[src/rtl/note_hit_judge.sv]
// note_hit_judge: accepts one 4-lane drum note, then judges the player's pad strikes
// inside a WINDOW-cycle timing window. Produces 1-cycle hit/miss pulses and keeps a
// saturating score and a saturating combo count.
module note_hit_judge #(
    parameter int WINDOW  = 16,  // cycles a note stays open for strikes (>=1)
    parameter int POINTS  = 10,  // score added per hit
    parameter int SCORE_W = 16   // width of score register
) (
    input  logic               clk,
    input  logic               rst_n,
    input  logic               note_valid,
    input  logic [3:0]         note,
    input  logic [3:0]         pads,
    output logic               hit,
    output logic               miss,
    output logic               note_drop,
    output logic               busy,
    output logic [SCORE_W-1:0] score,
    output logic [7:0]         combo
);

    localparam int CNT_W = (WINDOW > 1) ? $clog2(WINDOW) : 1;

    typedef enum logic [1:0] {
        IDLE,
        WAIT,
        RESULT
    } state_t;

    state_t             state;
    logic [3:0]         target;
    logic [3:0]         collected;
    logic [3:0]         pads_q;
    logic [CNT_W-1:0]   cnt;

    logic [3:0]         strike;
    logic               wrong;
    logic               done;
    logic [SCORE_W:0]   score_sum;

    // A strike is a rising pad level; a pad already high at acceptance never counts.
    assign strike    = pads & ~pads_q;
    assign wrong     = |(strike & ~target);
    assign done      = ((collected | strike) & target) == target;
    // One extra bit catches the carry so the score can clamp instead of wrapping.
    assign score_sum = {1'b0, score} + (SCORE_W + 1)'(POINTS);
    assign busy      = (state != IDLE);

    // Judge FSM with registered result pulses, score and combo bookkeeping.
    always_ff @(posedge clk) begin
        if (!rst_n) begin
            state     <= IDLE;
            hit       <= 1'b0;
            miss      <= 1'b0;
            note_drop <= 1'b0;
            score     <= '0;
            combo     <= 8'd0;
            target    <= 4'h0;
            collected <= 4'h0;
            cnt       <= '0;
            pads_q    <= 4'hF;
        end else begin
            // NOTE: non-blocking assignments keep every register reading pre-edge values,
            // so pads_q here and the strike decode above never race each other.
            pads_q    <= pads;
            hit       <= 1'b0;
            miss      <= 1'b0;
            note_drop <= note_valid && (state != IDLE);

            case (state)
                IDLE: begin
                    if (note_valid && (note != 4'h0)) begin
                        target    <= note;
                        collected <= 4'h0;
                        cnt       <= CNT_W'(WINDOW - 1);
                        state     <= WAIT;
                    end
                end

                WAIT: begin
                    collected <= collected | (strike & target);
                    if (wrong) begin
                        miss  <= 1'b1;
                        combo <= 8'd0;
                        state <= RESULT;
                    end else if (done) begin
                        hit   <= 1'b1;
                        score <= score_sum[SCORE_W] ? {SCORE_W{1'b1}} : score_sum[SCORE_W-1:0];
                        combo <= (combo == 8'hFF) ? combo : combo + 8'd1;
                        state <= RESULT;
                    end else if (cnt == '0) begin
                        miss  <= 1'b1;
                        combo <= 8'd0;
                        state <= RESULT;
                    end else begin
                        cnt <= cnt - 1'b1;
                    end
                end

                RESULT: begin
                    state <= IDLE;
                end

                default: begin
                    state <= IDLE;
                end
            endcase
        end
    end

endmodule

[config.mk]
export PLATFORM = sky130hd
export DESIGN_NAME = note_hit_judge
export DESIGN_NICKNAME = d
export VERILOG_FILES = /design/src/rtl/note_hit_judge.sv
export SDC_FILE = /design/constraint.sdc
export NUM_CORES = 1
export LEC_CHECK = 0
export BUFFER_PORTS_ARGS = -buffer_cell sky130_fd_sc_hd__buf_2
export CAP_MARGIN = 20
export CORE_MARGIN = 3
export CORE_UTILIZATION = 45
export CTS_BUF_LIST = sky130_fd_sc_hd__clkbuf_2
export CTS_CLUSTER_SIZE = 12
export DETAILED_ROUTE_END_ITERATION = 10
export PLACE_DENSITY = 0.73
export RECOVER_POWER = 50
export SLEW_MARGIN = 20
export SYNTH_ARGS = -nofsm -noshare
export SYNTH_HDL_FRONTEND = slang
export SYNTH_SLANG_ARGS = --single-unit
[constraint.sdc]
create_clock -name clk -period 3.3 [get_ports clk]
set_clock_uncertainty 0.2 [all_clocks]
set_input_delay 0.495 -clock clk [delete_from_list [all_inputs] [get_ports clk]]
set_output_delay 0.495 -clock clk [all_outputs]
set_load 0.01 [all_outputs]
**Word level (Yosys, flattened, before mapping)**

Index checks and enable logic that the tools add are counted.

- Add/subtract/negate cells: 3
- Equality and inequality tests: 9
- Mux-type cells: 21
- Bitwise operators: 11
- Reduce and logical (&&, ||, !) cells: 17

Operators by type and width:

| operator | count |
|---|---|
| 8-bit two-way mux | 4 |
| 4-bit two-way mux | 5 |
| 16-bit by 4-bit adder with 17-bit output (second input constant) | 1 |
| 4-bit bitwise AND | 4 |
| 16-bit two-way mux | 1 |
| 4-bit one-hot mux with 2 select lines | 2 |
| 8-bit by 1-bit adder with 8-bit output (second input constant) | 1 |
| 8-bit == test (second input constant) | 1 |
| 2-bit two-way mux | 4 |
| 2-bit != test (second input constant) | 4 |
| 4-bit NOT | 2 |
| 4-bit bitwise OR | 2 |
| 2-bit AND reduction | 4 |
| 3-bit AND reduction | 2 |
| 6-bit OR reduction | 1 |
| 5-bit AND reduction | 1 |
| 4-bit == test | 1 |
| 4-bit logical NOT | 1 |
| 1-bit two-way mux | 4 |
| 4-bit != test (second input constant) | 1 |
| 2-bit one-hot mux with 2 select lines | 1 |
| 2-bit nonzero test | 2 |
| 4-bit nonzero test | 1 |
| 4-bit OR reduction | 1 |
| other kinds (7) | 10 |

- Bits in registers: 45
- Logic and storage cells: 71

**Depth between registers and ports, before layout**

- Depth after elaboration: 8
- Mapped depth: 8

**Least setup slack after synthesis**

OpenSTA, ideal clock, no wires.

- Path kind: input to register
- Start: input port pads[2]
- End: register combo[7]
- Library setup time: 0.116 ns
- Data arrival time: 2.023 ns
- Required time: 2.984 ns
- Setup slack: 0.961 ns
- Stages on the path: 7
- Path buffers: 1
- Cell sequence: nor2b_4 -> a2111o_1 -> a221o_1 -> and2_1 -> buf_6 -> a41o_1 -> and3_1

- Cells in the longest elaborated chain, start to end: 6
- Elaborated cells between the ends (all ways): 11

RTL lines:

| element | line | RTL |
|---|---|---|
| from (decl) | 13 | `input logic [3:0] pads,` |
| 4-bit bitwise AND * | 42 | `assign strike = pads & ~pads_q;` |
| 4-bit bitwise OR | 44 | `assign done = ((collected \| strike) & target) == target;` |
| 4-bit bitwise AND | 44 |  |
| 4-bit == test | 44 |  |
| 3-bit != test (no source line), or another cell as far along | -- |  |
| 3-bit AND reduction (no source line) or 8-bit two-way mux (tied branches) | -- |  |
| to (signal assigned) | 89 | `combo <= (combo == 8'hFF) ? combo : combo + 8'd1;` |
| to (decl) | 19 | `output logic [7:0] combo` |

Every way passes the cells marked *; elsewhere a longest branch is shown, timed or not.
A chain may end at the register's enable or synchronous reset.

**Worst setup path in the final report**

- Start: register score[8]
- End: register score[0]

- Cells in the longest elaborated chain, start to end: 2

RTL lines:

| element | line | RTL |
|---|---|---|
| from (decl) | 18 | `output logic [SCORE_W-1:0] score,` |
| from (signal assigned) | 88 | `score <= score_sum[SCORE_W] ? {SCORE_W{1'b1}} : score_sum[SCORE_W-1:0];` |
| 16-bit by 4-bit adder with 17-bit output | 46 | `assign score_sum = {1'b0, score} + (SCORE_W + 1)'(POINTS);` |
| 16-bit two-way mux | 88 |  |

No other way between the ends.

==> flow_metrics.env <==
export IMPL_vias=1914
export IMPL_cts_root_buf="clkbuf_2"
export IMPL_r2r_start="score[8]"
export IMPL_status="finished, final reports clean"
export IMPL_synthToLayoutAreaGrowth_pct=10.2
export IMPL_numPortBuffers=38
export IMPL_synth_enable_flop_cells=0
export IMPL_ys_flop_type="dfxtp_1"
export IMPL_crit_required_ns=3.43
export IMPL_critPathMaxFanout=7
export IMPL_core_mm2=0.00441
export IMPL_dr_pass1_iters=4
export IMPL_final_area_mm2=0.00231
export IMPL_grt_pass1_wl_mm=7.89
export IMPL_cts_setup_buffers=0
export IMPL_die_area_mm2=0.00551
export IMPL_fin_total_pwr_uw=952
export IMPL_setup_slack_ns=0.972
export IMPL_drcViolationCount=0
export IMPL_hold_path_class="input pin to flip-flop"
export IMPL_clkTransAtPathRegs_ns=0.22
export IMPL_yosysUniqueCellTypes=45
export IMPL_whs_path_depth=2
export IMPL_initial_core_util=0.475
export IMPL_cap_violations=0
export IMPL_dp_hpwl_mm=3.22
export IMPL_ios=39
export IMPL_rsz0062_at_grt="no"
export IMPL_ctsHoldBuffers=0
export IMPL_post_cts_resize_count=0
export IMPL_placedInstanceArea_mm2=0.00231
export IMPL_grt_pass1_vias=1727
export IMPL_min_from="pads[1]"
export IMPL_yosys_warnings=0
export IMPL_clk_latency_ns=0.40
export IMPL_drive_gt1_frac=0.0783
export IMPL_setup_viol=0
export IMPL_r2r_end="score[0]"
export IMPL_worstSetupPathType="flip-flop to flip-flop"
export IMPL_ant_nets=0
export IMPL_dieHeight_um=74.2
export IMPL_place_ws_ns=0.745
export IMPL_hold_violations=0
export IMPL_hold_end="pads_q[1]"
export IMPL_power_density_mw_per_mm2=412
export IMPL_ir_drop_mv=0.178
export IMPL_dp_cells=325
export IMPL_slew_violations=0
export IMPL_globalplace_congestion=0.823
export IMPL_syn_cell_area_mm2=0.00210
export IMPL_mostFrequentLayoutCell="dfxtp_1"
export IMPL_cts_sinks=45
export IMPL_layout_common_cells="dfxtp_1 (45), clkbuf_1 (29), nor2_1 (26)"
export IMPL_n_fill_cell=437
export IMPL_syn_inst=245
export IMPL_routed_via_density=5.75
export IMPL_async_flop_share=0
export IMPL_cts_tree="done"
export IMPL_synth_seq_area_share=0.430
export IMPL_period_share=0.705
export IMPL_overflow=0
export IMPL_grt_max_degree=29
export IMPL_clock_path_buffers=2
export IMPL_setup_tns_ns=0
export IMPL_arrival_ns=2.46
export IMPL_worstRegToRegCells=5
export IMPL_nets=294
export IMPL_cts_buffers_inserted=5
export IMPL_p_leak_nw=0.894
export IMPL_die_x_um=74.2
export IMPL_htree_levels=2
export IMPL_end_kind="flip-flop"
export IMPL_synth_seq_cells=45
export IMPL_insertedDiodeCount=0
export IMPL_r2r_slack_ns=0.97
export IMPL_fin_cells=333
export IMPL_wire_per_inst_um=13.6
export IMPL_post_route_min_period_ns=2.33
export IMPL_syn_nets=259
export IMPL_row_count=24
export IMPL_antenna_found_initial=0
export IMPL_whs_ns=0.0832
export IMPL_grt_usage=0.180
export IMPL_slew_headroom=0.179
export IMPL_synth_area_per_cell_um2=8.55
export IMPL_crit_path_start_kind="flip-flop"
export IMPL_tightest_slew_ns=1.23
export IMPL_max_freq_mhz=430
export IMPL_drtIter0Drc=150
export IMPL_finish_utilization=0.523
export IMPL_wl_mm=4.54
[critical path: stages (launching register included)]
cell and delay [ns]:
dfxtp_1 0.49, nand3_1 0.15, nor3_1 0.48, nand3_1 0.26, or3_1 0.50, a21oi_1 0.17
[cells by family (layout without fill, tap and decap cells)]
group / count (synthesis) / in the layout / share of synthesized area
xor+xnor: 8 / 8 / 0.0334
compound gates: 57 / 57 / 0.189
fa+ha+maj: 3 / 3 / 0.0179
flops: 45 / 45 / 0.430
mux: 3 / 3 / 0.0143
simple gates: 111 / 111 / 0.279
buf+inv: 18 / 54 / 0.0364
[per-layer routing]
metal,share of wire,up-vias,global-route usage
met5,0,-,0
met4,0.012,0,0.0573
met3,0.056,5,0.0405
met2,0.45,51,0.277
met1,0.48,895,0.251
li1,-,963,-
[registers in the layout, summed over array words and instances (netlist names)]
| signal | flops |
|---|---|
| target | 4 |
| miss | 1 |
| collected | 4 |
| hit | 1 |
| combo | 8 |
| cnt | 4 |
| note_drop | 1 |
| pads_q | 4 |
| state | 2 |
| score | 16 |
[layout make-up]
cell class                      count  area [um2]  share of cell area
Clock buffer                        8        40.0              0.0173
Timing Repair Buffer               39         159              0.0688
Sequential cell                    45         901               0.390
Multi-Input combinational cell    182        1120               0.484
Tap cell                           52        65.1              0.0282
Inverter                            7        26.3              0.0114
[cells in the mapped netlist, drive strengths merged (2+ instances only)]
master / n / area share
nand2: 18 / 0.032
nor2b: 6 / 0.021
nor2: 26 / 0.047
dfxtp: 45 / 0.43
o32a: 2 / 0.0096
and4: 2 / 0.0084
mux2i: 3 / 0.014
o221a: 2 / 0.011
o21ai: 7 / 0.017
a311oi: 2 / 0.0084
nor3b: 3 / 0.011
and3: 6 / 0.018
a32oi: 5 / 0.021
nand4: 5 / 0.015
nand2b: 8 / 0.024
inv: 6 / 0.011
buf: 3 / 0.0095
a21oi: 21 / 0.050
xor2: 7 / 0.029
a211oi: 4 / 0.014
nor3: 9 / 0.021
a31oi: 3 / 0.0090
clkbuf: 8 / 0.014
ha: 3 / 0.018
a41o: 3 / 0.014
nand3: 17 / 0.041
and2: 6 / 0.018
or3: 2 / 0.0060
[how the worst max path moves through the flow]
stage	start	to	slack (ns)	cells after the start
3_3_place_gp	pads[2]	combo[7]	0.79	7
5_1_grt	score[8]	score[11]	0.75	5
3_5_place_dp	pads[2]	combo[7]	0.75	7
6_report	score[8]	score[0]	0.97	5
4_1_cts	score[8]	score[0]	1.0	5
2_1_floorplan	pads[2]	combo[7]	0.96	7
[power breakdown]
group | total (mW) | switching [mW] | internal, mW
Clock | 0.229 | 0.167 | 0.0625
Combinational | 0.142 | 0.0879 | 0.0542
Sequential | 0.581 | 0.0175 | 0.563
Power figures use the tool's default switching activity.
